<file path="src/rtl/exa_vc_pkg.sv">
// Shared VC steering types, sizes and round-robin helper.
// Used by the AXIS VC steer front end of the s2e crossbar.
package exa_vc_pkg;

  localparam int PRIO_NUM = 2;
  localparam int VC_NUM   = 2;
  localparam int NVC      = PRIO_NUM * VC_NUM;
  localparam int VC_W     = (NVC > 1) ? $clog2(NVC) : 1;

  typedef logic [VC_W-1:0] vc_t;

  typedef struct packed {
    logic found;
    vc_t  vc;
  } pick_t;

  typedef enum logic {
    SELECT,
    STREAM
  } steer_state_t;

  // First non-full VC scanning from ptr+1, wrapping
  // explicitly so NVC need not be a power of two.
  function automatic pick_t rr_pick(
    input logic [NVC-1:0] full_mask,
    input vc_t            ptr
  );
    pick_t r;
    int    idx;
    vc_t   v;
    r = '0;
    for (int i = 1; i <= NVC; i++) begin
      idx = int'(ptr) + i;
      if (idx >= NVC) idx = idx - NVC;
      v = vc_t'(idx);
      if (!r.found && !full_mask[v]) begin
        r.found = 1'b1;
        r.vc    = v;
      end
    end
    return r;
  endfunction

endpackage

</file>
<file path="src/rtl/exa_axis_skid2.sv">
// Generic 2-entry AXIS skid buffer (1-cycle latency, full rate).
// Ports: s_data/s_valid/s_ready in, m_data/m_valid/m_ready out, empty.
module exa_axis_skid2 #(
  parameter int W = 8
) (
  input  logic         clk,
  input  logic         reset,
  input  logic [W-1:0] s_data,
  input  logic         s_valid,
  output logic         s_ready,
  output logic [W-1:0] m_data,
  output logic         m_valid,
  input  logic         m_ready,
  output logic         empty
);

  logic [W-1:0] sk_data;
  logic         sk_valid;
  logic         s_fire;

  assign s_ready = ~sk_valid;
  assign s_fire  = s_valid & s_ready;
  assign empty   = ~m_valid & ~sk_valid;

  always_ff @(posedge clk or posedge reset) begin
    if (reset) begin
      m_data   <= '0;
      m_valid  <= 1'b0;
      sk_data  <= '0;
      sk_valid <= 1'b0;
    end else if (sk_valid) begin
      // Output is necessarily valid; refill it from the skid.
      if (m_ready) begin
        m_data   <= sk_data;
        sk_valid <= 1'b0;
      end
    end else if (s_fire) begin
      if (!m_valid || m_ready) begin
        m_data  <= s_data;
        m_valid <= 1'b1;
      end else begin
        sk_data  <= s_data;
        sk_valid <= 1'b1;
      end
    end else if (m_ready) begin
      m_valid <= 1'b0;
    end
  end

endmodule

</file>
<file path="src/rtl/exa_axis_vc_steer.sv">
// Assigns a VC to each AXIS packet (manual tdest or round-robin)
// and feeds the s2e stage with the VC held for the whole packet.
// Ports: clk/reset, i_auto_vc, s_* (slave AXIS), m_* (master AXIS),
//        o_output_vc, i_fifo_full, o_busy, o_stall_cnt.
module exa_axis_vc_steer
  import exa_vc_pkg::*;
#(
  parameter int DATA_W  = 128,
  parameter int STALL_W = 16
) (
  input  logic               clk,
  input  logic               reset,
  input  logic               i_auto_vc,
  input  logic [DATA_W-1:0]  s_tdata,
  input  logic               s_tvalid,
  output logic               s_tready,
  input  logic               s_tlast,
  input  logic [VC_W-1:0]    s_tdest,
  output logic [DATA_W-1:0]  m_tdata,
  output logic               m_tvalid,
  input  logic               m_tready,
  output logic               m_tlast,
  output logic [VC_W-1:0]    o_output_vc,
  input  logic [NVC-1:0]     i_fifo_full,
  output logic               o_busy,
  output logic [STALL_W-1:0] o_stall_cnt
);

  steer_state_t state_q, state_d;

  vc_t                ptr_q;
  vc_t                vc_q;
  logic [STALL_W-1:0] stall_q;

  pick_t rr;
  vc_t   cand;
  logic  found;
  logic  start;
  logic  beat;

  logic              sl_ready;
  logic              sl_empty;
  logic [DATA_W:0]   sl_out;

  assign rr = rr_pick(i_fifo_full, ptr_q);

  always_comb begin
    cand  = s_tdest;
    found = ~i_fifo_full[s_tdest];
    if (i_auto_vc) begin
      cand  = rr.vc;
      found = rr.found;
    end
  end

  // Slice must be empty so the VC never changes
  // under beats still waiting to leave.
  assign start = (state_q == SELECT) & s_tvalid
               & found & sl_empty;

  assign s_tready = (state_q == STREAM) & sl_ready;
  assign beat     = s_tvalid & s_tready;

  always_comb begin
    state_d = state_q;
    unique case (state_q)
      SELECT: if (start) state_d = STREAM;
      STREAM: if (beat && s_tlast) state_d = SELECT;
      default: state_d = SELECT;
    endcase
  end

  always_ff @(posedge clk or posedge reset) begin
    if (reset) begin
      state_q <= SELECT;
      ptr_q   <= vc_t'(NVC - 1);
      vc_q    <= '0;
      stall_q <= '0;
    end else begin
      state_q <= state_d;
      if (start) begin
        vc_q  <= cand;
        ptr_q <= cand;
      end
      if ((state_q == SELECT) && s_tvalid && !found
          && (stall_q != {STALL_W{1'b1}})) begin
        stall_q <= stall_q + 1'b1;
      end
    end
  end

  exa_axis_skid2 #(
    .W (DATA_W + 1)
  ) u_slice (
    .clk     (clk),
    .reset   (reset),
    .s_data  ({s_tdata, s_tlast}),
    .s_valid (beat),
    .s_ready (sl_ready),
    .m_data  (sl_out),
    .m_valid (m_tvalid),
    .m_ready (m_tready),
    .empty   (sl_empty)
  );

  assign m_tdata     = sl_out[DATA_W:1];
  assign m_tlast     = sl_out[0];
  assign o_output_vc = vc_q;
  assign o_busy      = (state_q == STREAM) | ~sl_empty;
  assign o_stall_cnt = stall_q;

endmodule

</file>
<file path="config.mk">
export PLATFORM = sky130hd
export DESIGN_NAME = exa_axis_vc_steer
export DESIGN_NICKNAME = d
export VERILOG_FILES = /design/src/rtl/exa_vc_pkg.sv /design/src/rtl/exa_axis_skid2.sv /design/src/rtl/exa_axis_vc_steer.sv
export SDC_FILE = /design/constraint.sdc
export NUM_CORES = 1
export LEC_CHECK = 0
export BUFFER_PORTS_ARGS = -buffer_cell sky130_fd_sc_hd__buf_4
export CAP_MARGIN = 40
export CORE_MARGIN = 10
export CORE_UTILIZATION = 59
export DETAILED_ROUTE_END_ITERATION = 16
export HOLD_SLACK_MARGIN = 0.02
export PLACE_DENSITY = 0.94
export SKIP_LAST_GASP = 1
export SYNTH_ARGS = -nofsm -noshare
export SYNTH_HDL_FRONTEND = slang
export SYNTH_HIERARCHICAL = 1
export SYNTH_SLANG_ARGS = --single-unit
export TNS_END_PERCENT = 1
</file>
<file path="constraint.sdc">
create_clock -name clk -period 26.5 [get_ports clk]
set_clock_uncertainty 0.05 [all_clocks]
set_input_delay 5.3 -clock clk [delete_from_list [all_inputs] [get_ports clk]]
set_output_delay 5.3 -clock clk [all_outputs]
set_load 0.05 [all_outputs]
</file>
==> results of run 1 <==
## report_power, final
| part | leakage, nW | internal, mW | switching, mW |
|---|---|---|---|
| Sequential | 3.41 | 0.643 | 0.136 |
| Clock | 0.475 | 0.236 | 0.163 |
| Combinational | 3.68 | 0.416 | 0.611 |
## flip-flops by register name, summed over array words and instances, names as in the netlist
signal and flops:
u_slice/m_data 129, u_slice/sk_data 129, o_stall_cnt 16, o_output_vc 2
ptr_q 2, state_q 1, u_slice/m_valid 1, u_slice/sk_valid 1
## placed cells by master, fill, tap and decap left out, types with 2 or more instances in the layout
master / Yosys / layout
xor2_1: 12 / 12
nor4b_2: 2 / 2
nor4_2: 2 / 2
nand2_1: 11 / 11
nor3_4: 1 / 2
nor2_1: 10 / 10
inv_2: 2 / 2
mux2_2: 282 / 282
inv_1: 5 / 4
clkbuf_1: 3 / 6
mux4_2: 2 / 2
nor3_2: 5 / 4
mux2_4: 89 / 89
nand2b_1: 5 / 5
mux2_1: 21 / 21
buf_4: 3 / 297
buf_16: 0 / 4
clkbuf_8: 0 / 9
a21oi_1: 4 / 4
clkinv_2: 0 / 7
dfstp_2: 2 / 2
o21ai_0: 4 / 4
and3_1: 4 / 4
dfrtp_1: 279 / 278
nand3_1: 7 / 7
clkbuf_16: 0 / 29
## Yosys cell counts, types with 2 or more instances
cell / number / area [um^2]
a21oi_1: 4 / 20.0
and3_1: 4 / 25.0
buf_2: 4 / 20.0
buf_4: 3 / 22.5
buf_6: 36 / 405
clkbuf_1: 3 / 11.3
dfrtp_1: 279 / 6980
dfstp_2: 2 / 52.6
inv_1: 5 / 18.8
inv_2: 2 / 7.51
mux2_1: 21 / 236
mux2_2: 282 / 3180
mux2_4: 89 / 1340
mux4_2: 2 / 45.0
nand2_1: 11 / 41.3
nand2b_1: 5 / 31.3
nand3_1: 7 / 35.0
nor2_1: 10 / 37.5
nor3_2: 5 / 50.1
nor4_2: 2 / 25.0
nor4b_2: 2 / 30.0
o21ai_0: 4 / 20.0
xor2_1: 12 / 105
## worst register-to-register path, stage by stage (launching register included)
cell and delay [ps]:
dfrtp_4 870, inv_1 230, and3_1 300, o22ai_4 160, buf_4 670, buf_4 470, buf_16 300, mux2_2 440
## stage by stage
| stage | util, % | hold WS, ps | area (um^2) | instances | power [mW] |
|---|---|---|---|---|---|
| floorplan | - | 425 | 13000 | 820 | 1.50 |
| global placement | 69.6 | 427 | 15100 | 1351 | 1.76 |
| detailed placement | 70.2 | 428 | 15300 | 1357 | 1.80 |
| CTS | 74.6 | 439 | 16200 | 1410 | 2.22 |
| global route | 74.6 | 463 | 16200 | 1410 | 2.30 |
| finish | 74.6 | 435 | 16200 | 1410 | 2.20 |
## layout make-up
type | instances | area [um^2]
sequential | 281 | 7040
fill | 1288 | 5530
multi-input combinational | 485 | 5490
timing repair buffer | 303 | 2370
clock buffer | 44 | 872
tap | 280 | 350
clock inverter | 9 | 73.8
inverter | 8 | 37.5
## kinds of logic after synthesis
| logic type | Yosys count | synth area share [%] |
|---|---|---|
| AND/OR/NAND/NOR | 56 | 3.01 |
| multiplexers | 395 | 37.0 |
| buffers and inverters | 54 | 3.76 |
| XOR/XNOR | 13 | 0.876 |
| flip-flops | 281 | 54.1 |
| AO/OA/AOI/OAI | 20 | 1.16 |
| adder cells (fa/ha/maj) | 1 | 0.0963 |
## metal layers
layer / GRT usage [%] / up-vias
li1: - / 3529
met1: 24.6 / 4029
met2: 36.9 / 260
met3: 7.33 / 41
met4: 4.43 / 0
met5: 0 / -
## how the worst max path moves through the flow
stage | startpoint | slack [ps] | end | cells past startpoint
6_report | u_slice/sk_valid$_DFF_PP0_ | 19090 | s_tready | 3
5_1_grt | u_slice/sk_valid$_DFF_PP0_ | 18990 | s_tready | 3
4_1_cts | u_slice/sk_valid$_DFF_PP0_ | 19050 | s_tready | 3
3_5_place_dp | s_tvalid | 18640 | u_slice/sk_data[92]$_DFFE_PP0P_ | 8
3_3_place_gp | s_tvalid | 18450 | u_slice/sk_data[101]$_DFFE_PP0P_ | 7
2_1_floorplan | reset | 13990 | u_slice/m_data[0]$_DFFE_PP0P_ | 1
==> metrics, run 1 <==
total of max-cap violations=0; clock tree buffer depth=3; Final ANT Viol Nets=0; DRC violations left=0; Most used DFF post-synth=dfrtp_1; TritonCTS sink count=281; Yosys reg bits=281; Slew HR=42.7%; share of cells above drive strength 1=~66%; number of CTS-inserted buffers=29; Final WS setup=about 19,000 ps; setup violators final=0; r2r setup slk=approximately 23,000 ps; CTS tree=yes; fin. max-slew vios=0; routed wire length=31,200 um; clock-pin slew on the worst setup and hold paths=60 ps; met3 WL=2610 um; Post-Syn Area=about 13,000 um^2; WP buf/inv=2; period utilization=28.0%; post-synthesis sequential area ratio=between 50% and 60%; met2 wire len=15,800 um; Setup WS pre-CTS=between 15,000 and 20,000 ps; vias per inst=roughly 5.6; RSZ-0062 raised after global routing=false; maximum clock frequency=~130 MHz; Total GRT Usage=a little over a fifth; Ys Warns=6; hold path start=o_stall_cnt[4]$_DFFE_PP0P_; drt initial violations=between 400 and 500; CP required=~21,000 ps; dpl hpwl=roughly 21,000 um; slowest library cell on the worst path=dfrtp_4; WP data arrival=roughly 2100 ps; Root Driver=clkbuf_16; core region area=~22,000 um^2; vias=roughly 7,900; post-layout minimum cycle time=approximately 7400 ps; WS Path Type=flop to output pin; count of cell types in the netlist=approximately 50; leak pwr=7.57 nW; Crit path largest cell delay=approximately 870 ps; total negative slack=0 ps; die area=28,400 um^2; first-pass GRT wire length=49,300 um; drt wl/cell=between 20 and 25 um; FP Rows=between 50 and 60; CP Cell Sequence=inv_1 -> and2_1 -> buf_4; reg-to-reg endpoint=u_slice/m_data[6]$_DFFE_PP0P_; cts hold-fix bufs=0; Initial Utilization=59.7%; syn nets=about 960; worst-margin pin slew=between 800 and 900 ps; Startpoint Class=flop; r2r worst-path depth=7; clk_lat worst skew=between 500 and 600 ps; top sig layer=met4; global placement routability congestion=roughly 0.82; post-CTS setup buffers=0; Die Ht=about 170 um; nets=~1,200; Hold Crit Class=flop to flop; worst vdd ir=approximately 0.11 mV; pwr dens=about 140 nW/um^2; R2R Path Start=u_slice/sk_valid$_DFF_PP0_; IO Pins=between 200 and 300; htree depth=1; Area Overhead vs Synth=24.9%; hold depth=1; initial antenna violation count=0; status=completed; Die W=approximately 170 um; Setup crit end kind=output pin; Hold Vio Cnt, Final=0; Crit Path Max Fanout=36; family with the most delay on the worst path=flip-flops; FFs w/ async S/R, synth=100%; Syn Area/Cell=between 15 and 20 um^2; Syn Inst Count=a little over 800; GR Overflow Total=0; ant diodes=0; Post-Route M1 WL=12,300 um; Hold Crit Endpoint=o_stall_cnt[4]$_DFFE_PP0P_; number of global-route vias before repair=around 9,000; largest net degree at the start of global routing=116; post-CTS sizing=0; 1st-pass router iterations=4; Buffers on Ports=approximately 290; Post-synth EDFFs=0
No activity file was read; power rests on OpenSTA's default activity.
==> run 2, diff against run 1 <==
--- a/config.mk
+++ b/config.mk
@@ -8,10 +8,10 @@
 export BUFFER_PORTS_ARGS = -buffer_cell sky130_fd_sc_hd__buf_4
 export CAP_MARGIN = 40
 export CORE_MARGIN = 10
-export CORE_UTILIZATION = 59
+export CORE_UTILIZATION = 49
 export DETAILED_ROUTE_END_ITERATION = 16
 export HOLD_SLACK_MARGIN = 0.02
-export PLACE_DENSITY = 0.94
+export PLACE_DENSITY = 0.84
 export SKIP_LAST_GASP = 1
 export SYNTH_ARGS = -nofsm -noshare
 export SYNTH_HDL_FRONTEND = slang
==> constraint.sdc (replaced) <==
create_clock -name clk -period 6.7 [get_ports clk]
set_clock_uncertainty 0.05 [all_clocks]
set_input_delay 1.34 -clock clk [delete_from_list [all_inputs] [get_ports clk]]
set_output_delay 1.34 -clock clk [all_outputs]
set_load 0.05 [all_outputs]
==> metrics, run 2 (synthesized netlist as in run 1, its figures left out) <==
status=completed; drt wl/cell=19.7 um (-11%); post-CTS setup buffers=0 (unchanged); Root Driver=clkbuf_16; clock-pin slew on the worst setup and hold paths=60 ps (about the same); maximum clock frequency=just over 300 MHz; initial antenna violation count=0 (unchanged); Startpoint Class=flop; net load switching power=3.54 mW (+290%); RSZ-0062 raised after global routing=false; largest net degree at the start of global routing=130 (+12%); P_int=5.33 mW (+310%); Initial Utilization=49.9% (-9.9 points); Finished Layout Cells=1,464 (+3.8%); GR Overflow Total=0 (unchanged); number of global-route vias before repair=8,382 (-6.6%); Crit Path Max Fanout=30 (-17%); Worst Setup SP=u_slice/sk_valid$_DFF_PP0_; placed cells=1,412 (+4.1%); R2R Path Start=u_slice/sk_valid$_DFF_PP0_; pwr dens=540 nW/um^2 (+300%); Hold Vio Cnt, Final=0 (unchanged); worst-margin pin slew=882 ps (+24.2 ps); Hold Crit Class=flop to flop; CP required=5310 ps (-15,840 ps); Die Ht=183 um (+8.6%); clock tree buffer depth=3 (unchanged); global placement routability congestion=0.816 (-0.38%); post-CTS sizing=0 (unchanged); sequential share of power=34.4% (-1.0 points); Slew HR=41.2% (-1.6 points); Buffers on Ports=289 (unchanged); TritonCTS sink count=281 (unchanged); leading cell type in the layout, fill and taps excluded=buf_4; die area=33,400 um^2 (+18%); final hold slack=440 ps (+5.37 ps); switching share of total power=39.9% (-1.4 points); clk_lat worst skew=540 ps (about the same); setup violators final=0 (unchanged); routed wire length=28,800 um (-7.5%); WS Path Type=flop to output pin; commonest non-fill, non-tap cells in the layout=296 x buf_4, 282 x mux2_2, 278 x dfrtp_1; worst vdd ir=0.467 mV (+340%); total negative slack=0 ps (unchanged); share of cells above drive strength 1=65.9% (-0.12 points); number of CTS-inserted buffers=29 (unchanged); first-pass GRT wire length=45,500 um (-7.7%); Setup crit end kind=output pin; cts hold-fix bufs=0 (unchanged); nets=1,249 (unchanged); FP Rows=59 (+9.3%); reg-to-reg endpoint=u_slice/sk_data[9]$_DFFE_PP0P_; dpl hpwl=20,300 um (-3.3%); WP data arrival=1880 ps (-180 ps); FILL cells=1,866 (+45%); Setup crit end=s_tready; Setup WS pre-CTS=3410 ps (-15,230 ps); ant diodes=0 (unchanged); Area Overhead vs Synth=26.5%; DRC violations left=0 (unchanged); 1st-pass router iterations=4 (unchanged); Util after Layout=63.1% (-12 points); CTS tree=yes; Die W=183 um (+8.6%); Logic pwr share=45.2% (-1.4 points); drt initial violations=351 (-13%); period utilization=between 40% and 50%; r2r setup slk=3900 ps (-19,000 ps); Clock Power Share=20.4% (+2.3 points); vias per inst=5.23 (-6.2%); Final ANT Viol Nets=0 (unchanged); total of max-cap violations=0 (unchanged); r2r worst-path depth=6 (-1); leak pwr=7.61 nW (+0.52%); vias=7,658 (-2.6%); fin. max-slew vios=0 (unchanged); core region area=26,100 um^2 (+20%); IO Pins=290 (unchanged); htree depth=1 (unchanged); Total GRT Usage=16.5% (-4.7 points); Final WS setup=3430 ps (-15,660 ps); post-layout minimum cycle time=roughly 3300 ps
==> run 2: cell types whose count changed in the layout (fill, tap and decap cells not counted), sizes merged <==
| cell | delta |
|---|---|
| bufinv | +8 |
| clkbuf | -7 |
| clkinv | -4 |
| clkinvlp | +3 |
| inv | -1 |
==> run 2: power by group through the flow <==
| stage | Sequential (mW) | Clock, mW | Combinational, mW |
|---|---|---|---|
| floorplan | 4.40 | 0 | 1.55 |
| global placement | 3.02 | 0 | 3.95 |
| detailed placement | 3.07 | 0 | 4.05 |
| CTS | 3.05 | 1.85 | 4.07 |
| global route | 3.15 | 1.93 | 4.22 |
| finish | 3.05 | 1.81 | 4.01 |
==> run 2: worst max-delay path: stages, from the launching register on <==
cell	delay [ps]
dfrtp_4	740
inv_1	200
and2_1	210
buf_4	190
==> run 2: stage by stage <==
| step | power [mW] | cell area, um^2 |
|---|---|---|
| floorplan | 5.95 | 13000 |
| global placement | 6.97 | 15200 |
| detailed placement | 7.12 | 15400 |
| CTS | 8.97 | 16400 |
| global route | 9.30 | 16400 |
| finish | 8.87 | 16400 |
==> run 2: routing by layer <==
layer / up-vias / part of all wire, % / global-route usage [%]
li1: 3523 / - / -
met1: 3886 / 42 / 19.9
met2: 224 / 48 / 27.6
met3: 25 / 9.4 / 6.52
met4: 0 / 1.0 / 2.94
met5: - / 0 / 0
==> run 2: how the worst min path moves through the flow <==
| stage | from | depth (start not counted) | endpoint |
|---|---|---|---|
| 2_1_floorplan | u_slice/sk_data[100]$_DFFE_PP0P_ | 1 | u_slice/sk_data[100]$_DFFE_PP0P_ |
| 3_3_place_gp | u_slice/m_data[93]$_DFFE_PP0P_ | 1 | u_slice/m_data[93]$_DFFE_PP0P_ |
| 3_5_place_dp | o_stall_cnt[13]$_DFFE_PP0P_ | 1 | o_stall_cnt[13]$_DFFE_PP0P_ |
| 4_1_cts | o_stall_cnt[13]$_DFFE_PP0P_ | 1 | o_stall_cnt[13]$_DFFE_PP0P_ |
| 5_1_grt | u_slice/sk_data[63]$_DFFE_PP0P_ | 1 | u_slice/sk_data[63]$_DFFE_PP0P_ |
| 6_report | o_stall_cnt[13]$_DFFE_PP0P_ | 1 | o_stall_cnt[13]$_DFFE_PP0P_ |
==> run 2: final cells by class <==
type / instances / area, um^2 / area share, %
Sequential cell: 281 / 7040 / 42.8
Multi-Input combinational cell: 485 / 5490 / 33.4
Timing Repair Buffer: 303 / 2380 / 14.5
Clock buffer: 37 / 766 / 4.66
Tap cell: 335 / 419 / 2.55
Clock inverter: 15 / 313 / 1.90
Inverter: 8 / 33.8 / 0.206
==> run 3, diff against run 2 <==
==> constraint.sdc (replaced) <==
create_clock -name clk -period 2.7 [get_ports clk]
set_clock_uncertainty 0.05 [all_clocks]
set_input_delay 0.54 -clock clk [delete_from_list [all_inputs] [get_ports clk]]
set_output_delay 0.54 -clock clk [all_outputs]
set_load 0.05 [all_outputs]
==> metrics, run 3 (synthesized netlist as in run 1, its figures left out) <==
Hold Crit Class=input pin to flop; global placement routability congestion=0.805 (-1.3%); drt wl/cell=19.8 um (+0.51%); ant diodes=0 (unchanged); total negative slack=0 ps (unchanged); clk_lat worst skew=540 ps (about the same); Initial Utilization=49.9% (unchanged); Die Ht=183 um (unchanged); hold path start=m_tready; leading cell type in the layout, fill and taps excluded=buf_4; Setup WS pre-CTS=194 ps (-3220 ps); vias per inst=5.26 (+0.55%); number of global-route vias before repair=8,592 (+2.5%); fin. max-slew vios=0 (unchanged); post-layout minimum cycle time=approximately 2400 ps; initial antenna violation count=0 (unchanged); CTS tree=yes; period utilization=88.5%; leak pwr=7.66 nW (+0.66%); Slew HR=44.5% (+3.3 points); RSZ-0062 raised after global routing=false; reg-to-reg endpoint=o_stall_cnt[14]$_DFFE_PP0P_; first-pass GRT wire length=47,000 um (+3.4%); GR Overflow Total=0 (unchanged); Total GRT Usage=17.0% (+0.55 points); Setup crit end=o_busy; 1st-pass router iterations=4 (unchanged); clock tree buffer depth=3 (unchanged); htree depth=1 (unchanged); nets=1,261 (+0.96%); FP Rows=59 (unchanged); routed wire length=29,300 um (+1.5%); commonest non-fill, non-tap cells in the layout=299 x buf_4, 282 x mux2_2, 278 x dfrtp_1; r2r worst-path depth=5 (-1); drt initial violations=410 (+17%); slowest library cell on the worst path=dfrtp_4; Final WS setup=311 ps (-3120 ps); total of max-cap violations=0 (unchanged); number of CTS-inserted buffers=30 (+3.4%); CP Cell Sequence=buf_12 -> nor2_4 -> nand2b_1 -> buf_4; maximum clock frequency=approximately 420 MHz; Final ANT Viol Nets=0 (unchanged); DRC violations left=0 (unchanged); R2R Path Start=ptr_q[0]$_DFFE_PP1P_; largest net degree at the start of global routing=72 (-45%); share of cells above drive strength 1=66.2% (+0.27 points); CP required=2110 ps (-3200 ps); TritonCTS sink count=281 (unchanged); IO Pins=290 (unchanged); Hold Vio Cnt, Final=0 (unchanged); Crit path largest cell delay=420 ps (-320 ps); setup violators final=0 (unchanged); Startpoint Class=flop; vias=7,779 (+1.6%); Crit Path Max Fanout=70 (+130%); WP data arrival=1800 ps (-80 ps); pwr dens=1310 nW/um^2 (+140%); worst-margin pin slew=831 ps (-50.9 ps); Die W=183 um (unchanged); die area=33,400 um^2 (unchanged); WS Path Type=flop to output pin; Root Driver=clkbuf_16; core region area=26,100 um^2 (unchanged); Worst Setup SP=u_slice/sk_valid$_DFF_PP0_; FILL cells=1,919 (+2.8%); status=completed; clock-pin slew on the worst setup and hold paths=60 ps (about the same); Area Overhead vs Synth=27.1%; Buffers on Ports=289 (unchanged); Setup crit end kind=output pin; r2r setup slk=370 ps (-3530 ps); worst vdd ir=1.00 mV (+110%); dpl hpwl=20,900 um (+2.5%)
==> run 3: cell count changes in the layout (fill, tap and decap cells not counted), sizes merged <==
cell         delta
inv             -1
clkinv          +2
bufinv          -7
clkbuf         +10
buf            +10
dlygate4sd3     +1
==> run 3: metrics by stage <==
stage | area [um^2] | std cells | power [mW] | hold WS [ps] | utilization, %
detailed placement | 15500 | 1422 | 17.7 | 433 | 59.5
CTS | 16500 | 1479 | 21.9 | 136 | 63.4
global route | 16500 | 1479 | 22.8 | 138 | 63.4
finish | 16500 | 1479 | 21.7 | 166 | 63.4
global placement | 15500 | 1420 | 17.4 | 427 | 59.3
floorplan | 13000 | 820 | 14.8 | 425 | -
==> run 3: cell type report <==
cell class	instances	area [um^2]	share of cell area, %
inverters	8	33.8	0.205
repair buffers	314	2530	15.3
multi-input cells	485	5490	33.2
well taps	335	419	2.54
flip-flops and latches	281	7040	42.6
clock buffers	47	916	5.54
clock inverters	9	100	0.606
==> run 3: worst min path at each step <==
| stage | endpoint | slack [ps] | depth (start not counted) |
|---|---|---|---|
| floorplan | u_slice/sk_data[100]$_DFFE_PP0P_ | 420 | 1 |
| global placement | u_slice/m_data[94]$_DFFE_PP0P_ | 430 | 1 |
| detailed placement | u_slice/m_data[94]$_DFFE_PP0P_ | 430 | 1 |
| CTS | u_slice/sk_valid$_DFF_PP0_ | 140 | 2 |
| global route | u_slice/sk_valid$_DFF_PP0_ | 140 | 2 |
| finish | u_slice/sk_valid$_DFF_PP0_ | 170 | 2 |
==> run 3: repair_timing <==
item                      in CTS  in global routing
hold buffers                   1                  0
resized for setup              0                  0
hold endpoints to repair       2                  0
buffers inserted               0                  0
==> run 3: power breakdown <==
part	leakage, nW	switching, mW	internal (mW)	total, mW
Combinational	3.75	5.94	4.10	10.0
Sequential	3.41	1.18	6.31	7.50
Clock	0.497	1.61	2.51	4.12
Total	7.66	8.73	12.9	21.7
==> run 3: critical path: cells and delay by family (launching register included) <==
family | cells | cell delay, ps
DFF | 1 | 420
buffers and inverters | 2 | 610
and+or+nand+nor | 2 | 210
==> run 3: routing by layer <==
layer,GRT usage [%],part of all wire [%]
met5,0,0
met4,3.42,1.9
met3,6.57,9.3
met2,28.3,48
met1,20.8,41
